==> src/rtl/disp_pkg.sv <==
// rtl/disp_pkg.sv - shared scan states, blanking constants and hex segment table
package disp_pkg;

    typedef enum logic [1:0] {
        ST_IDLE  = 2'd0,
        ST_GUARD = 2'd1,
        ST_DRIVE = 2'd2
    } scan_state_t;

    localparam logic [6:0] SEG_OFF = 7'h7F;
    localparam logic [3:0] AC_OFF  = 4'hF;

    // Active-low {g,f,e,d,c,b,a} pattern for a hex nibble
    function automatic logic [6:0] hex_seg(input logic [3:0] nibble);
        logic [6:0] pat;
        case (nibble)
            4'h0: pat = 7'b1000000;
            4'h1: pat = 7'b1111001;
            4'h2: pat = 7'b0100100;
            4'h3: pat = 7'b0110000;
            4'h4: pat = 7'b0011001;
            4'h5: pat = 7'b0010010;
            4'h6: pat = 7'b0000010;
            4'h7: pat = 7'b1111000;
            4'h8: pat = 7'b0000000;
            4'h9: pat = 7'b0010000;
            4'hA: pat = 7'b0001000;
            4'hB: pat = 7'b0000011;
            4'hC: pat = 7'b1000110;
            4'hD: pat = 7'b0100001;
            4'hE: pat = 7'b0000110;
            default: pat = 7'b0001110;
        endcase
        return pat;
    endfunction

endpackage

==> src/rtl/hex_to_7seg.sv <==
// rtl/hex_to_7seg.sv - combinational nibble to active-low 7-segment decoder
module hex_to_7seg
    import disp_pkg::*;
(
    input  logic [3:0] nibble,
    output logic [6:0] seg
);

    assign seg = hex_seg(nibble);

endmodule

==> src/rtl/display_scan_ctrl.sv <==
// rtl/display_scan_ctrl.sv - 4-digit multiplexed 7-segment scanner with guard gaps
// and frame-aligned data commit.
module display_scan_ctrl
    import disp_pkg::*;
#(
    parameter int REFRESH_DIV = 50000,
    parameter int GUARD_CYC   = 500,
    parameter int CNT_W       = 16
) (
    input  logic        CLK,
    input  logic        RST,
    input  logic        EN,
    input  logic        LOAD,
    input  logic [15:0] DATA_IN,
    input  logic [3:0]  DP_IN,
    input  logic        BLANK_EN,
    output logic [3:0]  AC,
    output logic [6:0]  SEG,
    output logic        DP,
    output logic        SEL7SEG,
    output logic        PENDING,
    output logic        FRAME_DONE
);

    localparam logic [CNT_W-1:0] GUARD_LAST = CNT_W'(GUARD_CYC - 1);
    localparam logic [CNT_W-1:0] DRIVE_LAST = CNT_W'(REFRESH_DIV - 1);

    scan_state_t      state, state_nxt;
    logic [CNT_W-1:0] cnt, cnt_nxt;
    logic [1:0]       idx, idx_nxt;
    logic             frame_end;

    logic [15:0] act_data, sh_data;
    logic [3:0]  act_dp, sh_dp;

    logic [3:0]  nibble_nxt;
    logic [6:0]  seg_dec;
    logic [3:1]  lead_nz;
    logic        blank_sel;

    logic [3:0]  ac_nxt;
    logic [6:0]  seg_nxt;
    logic        dp_nxt;

    always_ff @(posedge CLK or posedge RST) begin
        if (RST) begin
            state <= ST_IDLE;
            cnt   <= '0;
            idx   <= 2'd0;
        end else begin
            state <= state_nxt;
            cnt   <= cnt_nxt;
            idx   <= idx_nxt;
        end
    end

    always_comb begin
        state_nxt = state;
        cnt_nxt   = cnt;
        idx_nxt   = idx;
        if (!EN) begin
            state_nxt = ST_IDLE;
            cnt_nxt   = '0;
            idx_nxt   = 2'd0;
        end else begin
            case (state)
                ST_IDLE: begin
                    state_nxt = ST_GUARD;
                    cnt_nxt   = '0;
                    idx_nxt   = 2'd0;
                end
                ST_GUARD: begin
                    if (cnt == GUARD_LAST) begin
                        state_nxt = ST_DRIVE;
                        cnt_nxt   = '0;
                    end else begin
                        cnt_nxt = cnt + 1'b1;
                    end
                end
                ST_DRIVE: begin
                    if (cnt == DRIVE_LAST) begin
                        state_nxt = ST_GUARD;
                        cnt_nxt   = '0;
                        idx_nxt   = idx + 2'd1;
                    end else begin
                        cnt_nxt = cnt + 1'b1;
                    end
                end
                default: begin
                    state_nxt = ST_IDLE;
                    cnt_nxt   = '0;
                    idx_nxt   = 2'd0;
                end
            endcase
        end
    end

    assign frame_end = EN && (state == ST_DRIVE) && (cnt == DRIVE_LAST) && (idx == 2'd3);

    // lead_nz[i]: nibble i or any higher nibble is non-zero
    assign lead_nz[3] = (act_data[15:12] != 4'h0);
    assign lead_nz[2] = lead_nz[3] || (act_data[11:8] != 4'h0);
    assign lead_nz[1] = lead_nz[2] || (act_data[7:4] != 4'h0);
    assign blank_sel  = BLANK_EN && (idx_nxt != 2'd0) && !lead_nz[idx_nxt];

    assign nibble_nxt = act_data[{idx_nxt, 2'b00} +: 4];

    hex_to_7seg u_dec (
        .nibble (nibble_nxt),
        .seg    (seg_dec)
    );

    // Outputs are computed for the state being entered so they line up with it
    always_comb begin
        ac_nxt  = AC_OFF;
        seg_nxt = SEG_OFF;
        dp_nxt  = 1'b1;
        if (state_nxt == ST_DRIVE && !blank_sel) begin
            ac_nxt  = ~(4'b0001 << idx_nxt);
            seg_nxt = seg_dec;
            dp_nxt  = ~act_dp[idx_nxt];
        end
    end

    always_ff @(posedge CLK or posedge RST) begin
        if (RST) begin
            AC         <= AC_OFF;
            SEG        <= SEG_OFF;
            DP         <= 1'b1;
            SEL7SEG    <= 1'b0;
            FRAME_DONE <= 1'b0;
        end else begin
            AC         <= ac_nxt;
            SEG        <= seg_nxt;
            DP         <= dp_nxt;
            SEL7SEG    <= (state_nxt != ST_IDLE);
            FRAME_DONE <= frame_end;
        end
    end

    // Shadow commits to active only at a frame end so a frame never mixes words
    always_ff @(posedge CLK or posedge RST) begin
        if (RST) begin
            act_data <= 16'h0000;
            act_dp   <= 4'h0;
            sh_data  <= 16'h0000;
            sh_dp    <= 4'h0;
            PENDING  <= 1'b0;
        end else if (LOAD && state == ST_IDLE) begin
            act_data <= DATA_IN;
            act_dp   <= DP_IN;
            sh_data  <= DATA_IN;
            sh_dp    <= DP_IN;
        end else begin
            if (frame_end && PENDING) begin
                act_data <= sh_data;
                act_dp   <= sh_dp;
            end
            if (LOAD) begin
                sh_data <= DATA_IN;
                sh_dp   <= DP_IN;
                PENDING <= 1'b1;
            end else if (frame_end) begin
                PENDING <= 1'b0;
            end
        end
    end

endmodule

==> config.mk <==
export PLATFORM = sky130hd
export DESIGN_NAME = display_scan_ctrl
export DESIGN_NICKNAME = d
export VERILOG_FILES = /design/src/rtl/disp_pkg.sv /design/src/rtl/hex_to_7seg.sv /design/src/rtl/display_scan_ctrl.sv
export SDC_FILE = /design/constraint.sdc
export NUM_CORES = 1
export LEC_CHECK = 0
export BUFFER_PORTS_ARGS = -buffer_cell sky130_fd_sc_hd__clkbuf_2
export CAP_MARGIN = 0
export CORE_MARGIN = 2
export CORE_UTILIZATION = 48
export CTS_CLUSTER_DIAMETER = 120
export DETAILED_ROUTE_END_ITERATION = 10
export HOLD_SLACK_MARGIN = 0.06
export PLACE_DENSITY = 0.7
export SKIP_LAST_GASP = 1
export SYNTH_ARGS = -nofsm -noshare
export SYNTH_HDL_FRONTEND = slang
export SYNTH_SLANG_ARGS = --single-unit
==> constraint.sdc <==
create_clock -name CLK -period 3.6 [get_ports CLK]
set_clock_uncertainty 0.1 [all_clocks]
set_input_delay 0.18 -clock CLK [delete_from_list [all_inputs] [get_ports CLK]]
set_output_delay 0.18 -clock CLK [all_outputs]
set_load 0.1 [all_outputs]
* Word-level counts from Yosys, hierarchy flattened *
Memory sizes are Yosys's and may differ from the RTL's.
Index checks and enable logic that the tools add are counted.

storage, ports and cells
  bits in read-only memories = 112
  input port bits = 25
  logic and storage cells = 78
  output and inout bits = 15
  register bits after elaboration = 75
  memories = 1

cells by class
  order comparisons = 1
  add/subtract/negate cells = 2
  equality and inequality tests = 6
  bitwise operators = 3
  shift-type cells = 2
  reductions and logical operators = 22
  mux-type cells = 28

memories
  name              depth  bits a word  read ports  clocked after Yosys merged registers in  write ports  RTL line        text
  (name not given)  16     7            1           0                                        0            disp_pkg.sv:16  case (nibble)

operators by type and width
  operator                                                    number
  2-to-1 mux 16 bit                                           7
  one-hot mux 16 bit (2 select lines)                         1
  2-to-1 mux 4 bit                                            5
  adder 16 x 1 -> 16 bit, second input constant               1
  == test 16 bit, second input constant                       1
  == test 16 x 9 -> 1 bit, second input constant              1
  indexed part select 16 x 5 -> 4 bit                         1
  nonzero test 4 bit                                          3
  2-to-1 mux 2 bit                                            5
  nonzero test 2 bit                                          5
  logical AND 1 bit                                           8
  2-to-1 mux 7 bit                                            1
  == test 2 bit, second input constant                        3
  one-hot mux 2 bit (3 select lines)                          1
  2-to-1 mux 1 bit                                            5
  binary-select mux 1 bit (select 2 bit)                      2
  inverter 4 bit                                              1
  one-hot mux 2 bit (2 select lines)                          1
  left shift 1 x 2 -> 4 bit, first input constant             1
  less-than comparator 2 x 3 -> 1 bit, second input constant  1
  adder 2 x 1 -> 2 bit, second input constant                 1
  == test 2 x 1 -> 1 bit, second input constant               1
  zero test 1 bit                                             2
  zero test 2 bit                                             1
  other kinds (3)                                             5

* Logic depth before layout (Yosys ltp) *
Gate-level depths: netlist (run 1).

  depth after elaboration = 11
  gate-level depth with buffers = 15
  mapped depth without buffers = 15

* Modules after synthesis *
Synthesis (run 1) repeated with hierarchy kept, for this count alone.

second synthesis, totals
  cell total of the unflattened synthesis = 357
  area, all modules = 3,856.2 µm²

modules (own cells, without submodules)
  module             area an instance (µm²)  seq. area each (µm²)  times used  cells an instance
  display_scan_ctrl  3,580.9                 1,891.8               1           325
  hex_to_7seg        275.3                   0.0                   1           32

* Worst setup path after synthesis (run 1) *
Ideal clock, no wire load.

  path type = register -> register
  start point = register cnt[10]
  end point = register SEG[3]
  library setup time = 0.094 ns
  arrival time = 3.305 ns
  buffers on the path = 1
  path slack = 0.100 ns
  stages on the path, launching flop included = 14
  data required time = 3.406 ns
  period minus slack after synthesis = 3.500 ns
  cell sequence = dfrtp_1 or4_1 buf_4 nor4_4 mux2i_1 mux2i_1 o21ai_1 a21oi_1 inv_1 ha_1 inv_1 a21oi_1 a211oi_1 o21ai_1

on the way
  longest elaborated chain between the ends = 11
  elaborated cells on any way between the ends = 21
  those cells by class = eq/ne: 3; shift: 1; mux: 10; reduce/logical: 6; memory: 1

RTL lines
  what                                                                         RTL line                  text
  start: declaration                                                           display_scan_ctrl.sv:29   logic [CNT_W-1:0] cnt, cnt_nxt;
  start signal: assignment                                                     display_scan_ctrl.sv:52   cnt <= cnt_nxt;
  == test 16 bit *                                                             display_scan_ctrl.sv:81   if (cnt == DRIVE_LAST) begin
  2-to-1 mux 2 bit *                                                           display_scan_ctrl.sv:81
  one-hot mux 2 bit (2 select lines) *                                         display_scan_ctrl.sv:66   case (state)
  2-to-1 mux 2 bit *                                                           display_scan_ctrl.sv:61   if (!EN) begin
  named net idx_nxt[1]                                                         display_scan_ctrl.sv:30   logic [1:0] idx, idx_nxt;
  parallel branches: the longest is 6 deep, another holds memory (16 x 7 bit)  --
  2-to-1 mux 7 bit *                                                           display_scan_ctrl.sv:118  if (state_nxt == ST_DRIVE && !blank_sel) begin
  named net seg_nxt[3]                                                         display_scan_ctrl.sv:42   logic [6:0] seg_nxt;
  end signal: assignment                                                       display_scan_ctrl.sv:134  SEG <= seg_nxt;
  end: declaration                                                             display_scan_ctrl.sv:18   output logic [6:0] SEG,

Mark *: on every way through the listed nets, which the timed path passes. The select of a mux whose other input is x is not followed.
A chain may end at the register's enable or synchronous reset.

* Worst setup path in the final report (run 1) *
Same ends and word-level chain as after synthesis.

==> out/results.md, run 1 <==
| Group | Result | Reported |
|---|---|---|
| run status | Status | finished, final reports clean |
| synth | Synthesis warning total | 0 |
| place | Instance area after placement | 4140 um^2 |
| finish | ANT cells | 0 |
| global routing | Grt total ovfl | 0 |
| detailed routing | First drt pass iteration count | 4 |
| global routing | Number of global-route vias before repair | 2,778 |
| clock network | H-tree depth | 3 |
| setup path | Reg-to-reg critical path startpoint | cnt[10] |
| synth | Mean Syn Cell Area | 10.8 um^2 |
| pwr | Cell Pwr Density | 454 nW/um^2 |
| finish | Share of layout cells above drive strength 1 | 0.268 |
| place | # placed instances | 491 |
| clock network | Clock latency at the later pin of the worst-skew pair | 0.35 ns |
| detailed routing | DR vias | 2,794 |
| setup path | Cell count of the worst reg-to-reg path | 12 |
| synth | Netlist area before placement | 3820 um^2 |
| detailed routing | Count of routing violations after the opening detailed-route iteration | 104 |
| synth | Post-Synthesis Cells | 355 |
| global routing | Pin count of the biggest net entering global routing | 52 |
| timing | Final period utilization | 0.925 |
| clock network | Root Buffer Master | sky130_fd_sc_hd__clkbuf_8 |
| clock network | CTS tree | done |
| synth | Number of storage elements in the synthesis netlist | 75 |
| pwr | Power share of the clock group | 0.401 |
| clock network | Cts bufs inserted | 9 |
| synth | Top cells by area in the synthesized netlist | sky130_fd_sc_hd__dfrtp_1 (41%), sky130_fd_sc_hd__dfstp_2 (8.3%), sky130_fd_sc_hd__mux2i_1 (7.3%), sky130_fd_sc_hd__mux2_2 (5.9%), sky130_fd_sc_hd__nand2_1 (4.0%) |
| setup path | Critical path capture point | SEG[3] |
| floorplanning | Die height | 93.2 um |
| hold path | Path type of the worst min-delay path | in2reg |
| floorplanning | Initial core utilization | 0.494 |
| timing | Maximum achievable frequency | 300 MHz |
| synth | Number of nets produced by synthesis | 392 |
| global routing | Initial antenna violation count | 0 |
| timing | Max-slew violation count | 0 |
| synth | Async set-reset flop share out of synthesis | 1.00 |
| detailed routing | Number of remaining DRC errors | 0 |
| pwr | Combinational share of power | 0.145 |
| timing | Final critical path time including I/O delays and setup | 3.33 ns |
| timing | Setup repair after global routing missed its margin | no |
| setup path | Worst reg-to-reg setup slack | 0.27 ns |
| detailed routing | Antenna-violating nets left | 0 |
| setup path | Highest cell delay on the worst timing path | 0.64 ns |
| finish | Final std cells w/o fill | 528 |
| floorplanning | Die Width | 93.2 um |
| timing | Worst-Margin Slew | 1.02 ns |
| detailed routing | Routed length per placed instance | 13.8 um |
| timing | TNS Setup | 0 ns |
| pwr | Post-layout power | 0.00210 W |
| synth | Cell type with the largest total area after synthesis | sky130_fd_sc_hd__dfrtp_1 |
| finish | Total Nets Final | 458 |
| pwr | Internal Pwr Total | 0.00158 W |
| clock network | Maximum buffer depth of the clock tree | 2 |
| timing | Hold Fails Final Rpt | 0 |
| setup path | Launch point of the worst path | cnt[10] |
| setup path | Critical path required time | 3.77 ns |
| setup path | Maximum fanout along the worst path | 6 |
| pwr | Highest ir drop seen on vdd | 0.000383 V |
| pwr | Sequential share of power | 0.454 |
| setup path | Slowest cell on the critical path | sky130_fd_sc_hd__or4_4 |
| setup path | Type of destination of the critical path | register |
| place | IO buf count | 39 |
| synth | Number of synthesized flops with an enable pin | 0 |
| finish | Final non-filler cell area | 4640 um^2 |
| pwr | Leak pwr | 2.08 nW |
| pwr | Switching share of power | 0.249 |
| synth | Synth Flop Type | sky130_fd_sc_hd__dfrtp_1 |
| detailed routing | Detailed Route WL | 7290 um |
| timing | Number of endpoints failing setup at the final stage | 0 |
| setup path | CP Class | reg2reg |
| setup path | End of the worst register-to-register path | SEG[3] |
| clock network | Post-CTS Repair Setup Buffers | 0 |
| synth | Area share of the largest cell type after synthesis | 0.413 |
| clock network | Number of sinks on the clock net | 75 |
| setup path | Signal arrival time at the worst endpoint | 3.50 ns |
| finish | Fill count | 657 |
| pwr | Psw | 0.000524 W |
| timing | Relative slew slack | 0.322 |
| synth | Sequential element share of the synthesized area | 0.496 |
| place | Half-perimeter wire length after placement | 5280 um |
| detailed routing | DR vias/cell | 5.29 |
| synth | Number of different library cells in the post-synthesis netlist | 57 |
| floorplanning | Site Rows | 32 |
| floorplanning | Number of top-level design ports | 40 |
| floorplanning | Floorplan die area | 8680 um^2 |
| global routing | First-pass GRT wire length | 12,600 um |
| place | GP Congestion | 0.868 |
| clock network | Post-CTS clock slew at the launch and capture registers of the worst setup and hold paths | 0.08 ns |
| setup path | Kind of start point of the critical path | register |
| floorplanning | Core Region | 7730 um^2 |
| setup path | List of cells traversed by the critical path | or4_4 > nor4_4 > mux2i_2 > mux2i_1 > o21ai_0 > a21oi_1 > inv_1 > ha_1 > inv_1 > a21oi_1 > a211oi_1 > o21ai_1 |
| job | Maximum capacitance violations | 0 |
| global routing | Total global routing track utilization | 0.182 |
| finish | Syn-to-layout area delta | 21.5% |
-- metrics by stage --
| stage | setup WS [ns] | util | hold slack [ns] |
|---|---|---|---|
| 3_5_place_dp | 0.151 | 0.536 | 0.334 |
| 2_1_floorplan | 0.100 | - | 0.232 |
| 4_1_cts | 0.148 | 0.598 | 0.0844 |
| 3_3_place_gp | 0.312 | 0.536 | 0.330 |
| 6_report | 0.269 | 0.600 | 0.0914 |
| 5_1_grt | 0.0820 | 0.600 | 0.123 |
-- timing repair --
item	in CTS	in global routing
resized for setup	0	3
endpoints found under the hold margin	82	0
hold buffers	21	0
setup endpoints to repair	0	5
-- cell usage after synthesis (2+ instances only) --
cell type and instances:
sky130_fd_sc_hd__dfrtp_1 63, sky130_fd_sc_hd__nand2_1 41, sky130_fd_sc_hd__mux2i_1 28, sky130_fd_sc_hd__o21ai_0 26
sky130_fd_sc_hd__nor2_1 22, sky130_fd_sc_hd__mux2_2 20, sky130_fd_sc_hd__inv_1 14, sky130_fd_sc_hd__dfstp_2 12
sky130_fd_sc_hd__ha_1 12, sky130_fd_sc_hd__nand3_1 12, sky130_fd_sc_hd__clkbuf_1 9, sky130_fd_sc_hd__a21oi_1 8
sky130_fd_sc_hd__and3_1 8, sky130_fd_sc_hd__xor2_1 8, sky130_fd_sc_hd__nand4_1 7, sky130_fd_sc_hd__xnor2_1 6
sky130_fd_sc_hd__nor4_1 5, sky130_fd_sc_hd__nor3_1 3, sky130_fd_sc_hd__o211ai_1 3, sky130_fd_sc_hd__o21ai_1 3
sky130_fd_sc_hd__o221ai_1 3, sky130_fd_sc_hd__a211oi_1 2, sky130_fd_sc_hd__and2_1 2, sky130_fd_sc_hd__buf_1 2
sky130_fd_sc_hd__nand2b_1 2, sky130_fd_sc_hd__nor2b_1 2, sky130_fd_sc_hd__nor4_4 2
-- placed cells by master, fill, tap and decap left out, types with 3 or more instances in the layout --
cell and instances:
sky130_fd_sc_hd__mux2i_1 27, sky130_fd_sc_hd__mux2_2 20, sky130_fd_sc_hd__bufinv_16 4, sky130_fd_sc_hd__dfrtp_1 63, sky130_fd_sc_hd__dfstp_2 12, sky130_fd_sc_hd__nand3_1 12
sky130_fd_sc_hd__nor3_1 3, sky130_fd_sc_hd__nand2_1 41, sky130_fd_sc_hd__and3_1 8, sky130_fd_sc_hd__nor2_1 22, sky130_fd_sc_hd__buf_4 8, sky130_fd_sc_hd__clkbuf_8 9
sky130_fd_sc_hd__xnor2_1 6, sky130_fd_sc_hd__inv_1 13, sky130_fd_sc_hd__dlygate4sd3_1 21, sky130_fd_sc_hd__nor4_1 5, sky130_fd_sc_hd__o21ai_1 3, sky130_fd_sc_hd__xor2_1 8
sky130_fd_sc_hd__nand4_1 7, sky130_fd_sc_hd__o21ai_0 26, sky130_fd_sc_hd__o221ai_1 3, sky130_fd_sc_hd__ha_1 12, sky130_fd_sc_hd__o211ai_1 3, sky130_fd_sc_hd__clkbuf_2 39
sky130_fd_sc_hd__a21oi_1 8
-- sequential cells by signal (all words and copies together) (netlist names) --
register,cells
act_dp,4
idx,2
AC,4
PENDING,1
sh_dp,4
SEL7SEG,1
sh_data,16
state,2
DP,1
FRAME_DONE,1
SEG,7
act_data,16
cnt,16
-- cell type report --
class	count	area [um^2]	area share
Inverter	15	56.3	0.0121
Multi-Input combinational cell	252	1830	0.395
Clock buffer	10	128	0.0275
Clock inverter	6	136	0.0294
Tap cell	102	128	0.0275
Timing Repair Buffer	68	465	0.100
Sequential cell	75	1890	0.408
-- worst min path at each step --
| stage | from | to | slack (ns) | depth (start not counted) |
|---|---|---|---|---|
| after floorplan | DATA_IN[15] | sh_data[15] | 0.23 | 1 |
| after global placement | DATA_IN[15] | sh_data[15] | 0.33 | 2 |
| after detailed placement | DP_IN[0] | sh_dp[0] | 0.33 | 2 |
| after CTS | EN | state[0] | 0.08 | 3 |
| after global routing | EN | state[0] | 0.12 | 3 |
| final | EN | state[0] | 0.09 | 3 |
-- logic make-up after synthesis --
logic type / synth area share
AND/OR/NAND/NOR: 0.156
flip-flops: 0.496
AO/OA/AOI/OAI: 0.107
multiplexers: 0.139
buffers and inverters: 0.0305
XOR/XNOR: 0.0321
adder cells (fa/ha/maj): 0.0393
-- critical path: cells and delay by family, from the launching register on --
family / cells / cell delay, ns
AO/OA/AOI/OAI: 5 / 0.68
multiplexers: 2 / 0.63
flip-flops: 1 / 0.44
AND/OR/NAND/NOR: 2 / 1.01
buffers and inverters: 2 / 0.18
adder cells (fa/ha/maj): 1 / 0.21
-- routing by layer --
layer / part of all wire / track usage / wire [um] / vias to the layer above
li1: - / - / - / 1390
met1: 0.48 / 0.247 / 3470 / 1356
met2: 0.48 / 0.295 / 3510 / 42
met3: 0.035 / 0.0508 / 256 / 6
met4: 0.0086 / 0.0404 / 63 / 0
met5: 0 / 0 / 0 / -
-- power by group through the flow --
stage	sequential, W	combinational (W)	clock [W]
after floorplan	0.000961	0.000217	0
after global placement	0.000969	0.000285	0
after detailed placement	0.000971	0.000292	0
after CTS	0.000955	0.000310	0.000864
after global routing	0.000964	0.000347	0.000896
final	0.000954	0.000306	0.000844
Power figures use the tool's default switching activity.
==> run 2, diff against run 1 <==
CELL_PAD_IN_SITES_DETAIL_PLACEMENT = 1   (was unset)
CELL_PAD_IN_SITES_GLOBAL_PLACEMENT = 1   (was unset)
CORE_UTILIZATION = 42   (was 48)
PLACE_DENSITY = unset   (was 0.7)
PLACE_DENSITY_LB_ADDON = 0.1   (was unset)
==> out/results.md, run 2 (same netlist as run 1, synthesis figures left out) <==
| Group | Result | Reported |
|---|---|---|
| setup path | Slowest cell on the critical path | sky130_fd_sc_hd__or4b_4 |
| clock network | Post-CTS Repair Setup Buffers | 0 |
| finish | ANT cells | 0 |
| global routing | Global routing met2 resource utilization | 0.316 |
| timing | Final period utilization | 0.940 |
| floorplanning | Floorplan die area | 9870 um^2 |
| pwr | Post-layout power | 0.00191 W |
| hold path | Path type of the worst min-delay path | in2async |
| place | Half-perimeter wire length after placement | 5920 um |
| timing | Hold Fails Final Rpt | 0 |
| floorplanning | Initial core utilization | 0.436 |
| clock network | Post-CTS clock slew at the launch and capture registers of the worst setup and hold paths | 0.09 ns |
| global routing | First-pass GRT wire length | 14,800 um |
| timing | Final critical path time including I/O delays and setup | 3.38 ns |
| place | IO buf count | 39 |
| floorplanning | Core Region | 8760 um^2 |
| floorplanning | Die height | 99.3 um |
| global routing | Number of global-route vias before repair | 3,104 |
| detailed routing | First drt pass iteration count | 4 |
| detailed routing | DR vias/cell | 5.28 |
| global routing | Grt total ovfl | 0 |
| global routing | Pin count of the biggest net entering global routing | 63 |
| clock network | Clock latency at the later pin of the worst-skew pair | 0.36 ns |
| global routing | Initial antenna violation count | 0 |
| clock network | H-tree depth | 3 |
| setup path | Highest cell delay on the worst timing path | 0.63 ns |
| pwr | Leak pwr | 2.05 nW |
| floorplanning | Site Rows | 34 |
| setup path | Dominant delay contributor by cell family on the critical path | simple AND/OR/NAND/NOR gates |
| setup path | Worst reg-to-reg setup slack | 0.22 ns |
| detailed routing | Routed length per placed instance | 15.7 um |
| finish | Regs by FF count | act_data (16), cnt (16), sh_data (16) |
| global routing | GRT busiest layer | met2 |
| clock network | CTS tree | done |
| detailed routing | Number of remaining DRC errors | 0 |
| place | Minimum setup slack after placement | 0.107 ns |
| timing | Relative slew slack | 0.492 |
| setup path | Signal arrival time at the worst endpoint | 3.56 ns |
| timing | Worst-Margin Slew | 0.762 ns |
| setup path | Type of destination of the critical path | register |
| timing | TNS Setup | 0 ns |
| finish | Syn-to-layout area delta | 20.0% |
| job | Maximum capacitance violations | 0 |
| timing | Maximum achievable frequency | 296 MHz |
| detailed routing | DR vias | 2,825 |
| global routing | Met1 demand-to-capacity share in global routing | 0.241 |
| finish | Share of layout cells above drive strength 1 | 0.269 |
| finish | Total Nets Final | 459 |
| pwr | Cell Pwr Density | 416 nW/um^2 |
| setup path | Kind of start point of the critical path | register |
| detailed routing | Count of routing violations after the opening detailed-route iteration | 67 |
| clock network | Number of sinks on the clock net | 75 |
| run status | Status | finished, final reports clean |
| clock network | Maximum buffer depth of the clock tree | 2 |
| detailed routing | Detailed Route WL | 8390 um |
| timing | Number of endpoints failing setup at the final stage | 0 |
| clock network | Root Buffer Master | sky130_fd_sc_hd__clkbuf_8 |
| clock network | Cts bufs inserted | 9 |
| floorplanning | Number of top-level design ports | 40 |
| setup path | Maximum fanout along the worst path | 7 |
| global routing | Total global routing track utilization | 0.188 |
| detailed routing | Antenna-violating nets left | 0 |
| timing | Max-slew violation count | 0 |
| finish | Most frequent cells in the layout | sky130_fd_sc_hd__dfrtp_1 (63), sky130_fd_sc_hd__nand2_1 (41), sky130_fd_sc_hd__clkbuf_2 (39) |
| timing | Fin worst setup slack | 0.218 ns |
| pwr | Highest ir drop seen on vdd | 0.000194 V |
| setup path | List of cells traversed by the critical path | or4b_4 > nor4_4 > mux2i_1 > buf_4 > mux2i_2 > o21ai_0 > a21oi_1 > inv_1 > ha_1 > inv_1 > a21oi_1 > a211oi_1 > o21ai_1 |
| finish | Most common library cell in the layout ignoring fill and taps | sky130_fd_sc_hd__dfrtp_1 |
| place | GP Congestion | 0.792 |
| setup path | Critical path buffers and inverters | 3 |
| floorplanning | Die Width | 99.3 um |
| setup path | CP Class | reg2reg |
| global routing | Global-route met3 utilization | 0.0436 |
| setup path | Critical path required time | 3.78 ns |
[run 2: cell count changes in the layout (fill, tap and decap cells not counted), sizes merged]
cell / change
bufinv: -4
inv: +4
dlygate4sd3: +1
[run 2: worst min-delay path: stages]
cell and delay [ns]:
sky130_fd_sc_hd__dlygate4sd3_1 0.54, sky130_fd_sc_hd__clkbuf_2 0.11, sky130_fd_sc_hd__inv_2 0.22
[run 2: timing repair]
| action | CTS | global route |
|---|---|---|
| endpoints found under the hold margin | 51 | 0 |
| gates resized for setup | 0 | 3 |
| endpoints found under the setup margin | 0 | 4 |
| hold buffers | 22 | 0 |
[run 2: metrics by stage]
stage | cell area (um^2) | instances | util | hold WS [ns]
after global routing | 4580 | 535 | 0.523 | 0.234
after CTS | 4560 | 535 | 0.521 | 0.182
final | 4580 | 535 | 0.523 | 0.188
after global placement | 4150 | 497 | 0.474 | 0.0253
after floorplan | 3820 | 355 | - | 0.232
after detailed placement | 4150 | 497 | 0.474 | 0.0254
[run 2: path summary, 6_finish.rpt]
path                       startpoint         end  cells after the start
min in group CLK               cnt[0]      cnt[0]                      1
min                               RST  sh_data[1]                      3
max in group asynchronous         RST    state[0]                      4
min reg2reg                    cnt[0]      cnt[0]                      1
max                            cnt[4]      SEG[3]                     13
max reg2reg                    cnt[4]      SEG[3]                     13
[run 2: routing by layer]
| layer | vias up | part of all wire |
|---|---|---|
| met3 | 11 | 0.030 |
| met4 | 0 | 0.016 |
| met5 | - | 0 |
| met1 | 1389 | 0.46 |
| li1 | 1383 | - |
| met2 | 42 | 0.49 |
[run 2: area by class of cell]
cell class / instances / area (um^2)
well taps: 108 / 135
flip-flops and latches: 75 / 1890
multi-input cells: 252 / 1830
fillers: 971 / 4180
clock inverters: 6 / 53.8
clock buffers: 10 / 138
repair buffers: 69 / 475
inverters: 15 / 56.3
[run 2: where the power goes]
part	internal, W	switching, W
logic	0.000140	0.000175
clock network	0.000284	0.000353
registers	0.000908	0.0000464
==> run 3, diff against run 2 <==
CORE_MARGIN = unset   (was 2)
CORE_UTILIZATION = 40   (was 42)
==> out/results.md, run 3 (same netlist as run 1, synthesis figures left out) <==
| Group | Result | Reported |
|---|---|---|
| finish | ANT cells | 0 |
| global routing | Total global routing track utilization | 0.191 |
| timing | TNS Setup | 0 ns |
| finish | Regs by FF count | act_data (16), cnt (16), sh_data (16) |
| pwr | Leak pwr | 2.05 nW |
| pwr | Highest ir drop seen on vdd | 0.000200 V |
| setup path | End of the worst register-to-register path | SEG[3] |
| setup path | Slowest cell on the critical path | sky130_fd_sc_hd__or4b_4 |
| setup path | Dominant delay contributor by cell family on the critical path | compound AO/OA/AOI/OAI gates |
| run status | Status | finished, final reports clean |
| floorplanning | Core Region | 9240 um^2 |
| hold path | Hold_sp | EN |
| clock network | Cts bufs inserted | 9 |
| timing | Setup repair after global routing missed its margin | no |
| setup path | List of cells traversed by the critical path | or4b_4 > o41ai_2 > a2bb2oi_2 > nand2_2 > inv_2 > o21ai_0 > a21oi_1 > buf_4 > ha_1 > a21oi_1 > a211oi_1 > o21ai_1 |
| setup path | Worst reg-to-reg setup slack | 0.27 ns |
| timing | Final period utilization | 0.924 |
| hold path | Path type of the worst min-delay path | in2reg |
| setup path | Cell count of the worst reg-to-reg path | 12 |
| setup path | Critical path required time | 3.79 ns |
| floorplanning | Floorplan die area | 9940 um^2 |
| setup path | Type of destination of the critical path | register |
| detailed routing | First drt pass iteration count | 4 |
| setup path | CP Class | reg2reg |
| floorplanning | Die height | 99.7 um |
| global routing | Pin count of the biggest net entering global routing | 46 |
| detailed routing | Count of routing violations after the opening detailed-route iteration | 68 |
| timing | Worst-Margin Slew | 0.965 ns |
| setup path | Signal arrival time at the worst endpoint | 3.52 ns |
| finish | Share of layout cells above drive strength 1 | 0.265 |
| clock network | Maximum buffer depth of the clock tree | 2 |
| setup path | Critical path buffers and inverters | 2 |
| clock network | Clock latency at the later pin of the worst-skew pair | 0.36 ns |
| detailed routing | Routed length per placed instance | 15.3 um |
| timing | Maximum achievable frequency | 301 MHz |
| hold path | Hold path endpoint | state[0] |
| finish | Syn-to-layout area delta | 20.5% |
| detailed routing | Antenna-violating nets left | 0 |
| finish | Final non-filler cell area | 4600 um^2 |
| global routing | Number of global-route vias before repair | 3,009 |
| hold path | WHS Path Cells | 3 |
| floorplanning | Initial core utilization | 0.413 |
| timing | Relative slew slack | 0.356 |
| setup path | Highest cell delay on the worst timing path | 0.62 ns |
| detailed routing | Detailed Route WL | 8500 um |
| clock network | CTS tree | done |
| place | Instance area after placement | 4190 um^2 |
| setup path | Reg-to-reg critical path startpoint | cnt[4] |
| finish | Most frequent cells in the layout | sky130_fd_sc_hd__dfrtp_1 (63), sky130_fd_sc_hd__nand2_1 (41), sky130_fd_sc_hd__clkbuf_2 (39) |
| detailed routing | Number of remaining DRC errors | 0 |
| setup path | Kind of start point of the critical path | register |
| clock network | Number of sinks on the clock net | 75 |
| setup path | Most repeated library cell on the critical path | sky130_fd_sc_hd__a21oi_1 |
| finish | Total Nets Final | 458 |
| detailed routing | DR vias | 2,816 |
| job | Maximum capacitance violations | 0 |
| timing | Number of endpoints failing setup at the final stage | 0 |
| detailed routing | DR vias/cell | 5.07 |
| timing | Hold Fails Final Rpt | 0 |
| floorplanning | Number of top-level design ports | 40 |
| global routing | Initial antenna violation count | 0 |
| place | Half-perimeter wire length after placement | 6120 um |
| clock network | Post-CTS clock slew at the launch and capture registers of the worst setup and hold paths | 0.09 ns |
| floorplanning | Die Width | 99.7 um |
| clock network | H-tree depth | 3 |
| timing | Max-slew violation count | 0 |
| place | GP Congestion | 0.805 |
| pwr | Cell Pwr Density | 418 nW/um^2 |
| clock network | Root Buffer Master | sky130_fd_sc_hd__clkbuf_8 |
| finish | Most common library cell in the layout ignoring fill and taps | sky130_fd_sc_hd__dfrtp_1 |
| place | IO buf count | 39 |
| global routing | Grt total ovfl | 0 |
| global routing | First-pass GRT wire length | 14,700 um |
| setup path | Maximum fanout along the worst path | 8 |
| clock network | Post-CTS Repair Setup Buffers | 0 |
| timing | Final critical path time including I/O delays and setup | 3.33 ns |
| floorplanning | Site Rows | 35 |
## run 3: worst max path at each step
stage                        end  depth (start not counted)  slack (ns)  startpoint
after detailed placement  SEG[3]                         12        0.17     cnt[10]
after global placement    SEG[3]                         13        0.25     cnt[10]
after global routing      SEG[3]                         13       0.003      cnt[4]
after floorplan           SEG[3]                         13        0.10     cnt[10]
final                     SEG[3]                         12        0.27      cnt[4]
after CTS                 SEG[3]                         12        0.16     cnt[10]
## run 3: area by class of cell
| class | count | area, um^2 |
|---|---|---|
| multi-input combinational | 252 | 1820 |
| inverter | 15 | 56.3 |
| timing repair buffer | 68 | 478 |
| sequential | 75 | 1890 |
| clock buffer | 10 | 128 |
| clock inverter | 6 | 66.3 |
| tap | 129 | 161 |
| fill | 1029 | 4640 |
## run 3: layer usage
metal  global-route usage  vias up  part of all wire
li1                     -     1388                 -
met1                0.248     1375              0.47
met2                0.311       42              0.48
met3               0.0394       11             0.030
met4               0.0747        0             0.016
met5                    0        -                 0
## run 3: worst reg2reg max path: cells and delay by family, from the launching register on
family | cells | cell delay [ns]
AO/OA/AOI/OAI | 7 | 1.43
adder cells (fa/ha/maj) | 1 | 0.29
buffers and inverters | 2 | 0.24
flip-flops | 1 | 0.44
AND/OR/NAND/NOR | 2 | 0.76
## run 3: timing repair
item                                    4_1_cts  5_1_grt
hold buffers                                 21        0
endpoints found under the setup margin        0        4
endpoints found under the hold margin        75        0
gates resized for setup                       0        1
## run 3: per-stage QoR
| stage | hold WS (ns) | utilization | std cells | setup WS [ns] | total power, W |
|---|---|---|---|---|---|
| 2_1_floorplan | 0.232 | - | 355 | 0.100 | 0.00118 |
| 3_3_place_gp | 0.331 | 0.453 | 518 | 0.247 | 0.00126 |
| 3_5_place_dp | 0.332 | 0.453 | 518 | 0.167 | 0.00127 |
| 4_1_cts | 0.0707 | 0.497 | 555 | 0.158 | 0.00195 |
| 5_1_grt | 0.102 | 0.498 | 555 | 0.00301 | 0.00203 |
| 6_report | 0.0855 | 0.498 | 555 | 0.273 | 0.00192 |
## run 3: report_power, final
part / internal (W) / switching, W / total (W) / leakage [nW]
logic: 0.000140 / 0.000173 / 0.000313 / 1.03
registers: 0.000909 / 0.0000487 / 0.000957 / 0.920
clock network: 0.000321 / 0.000329 / 0.000650 / 0.100
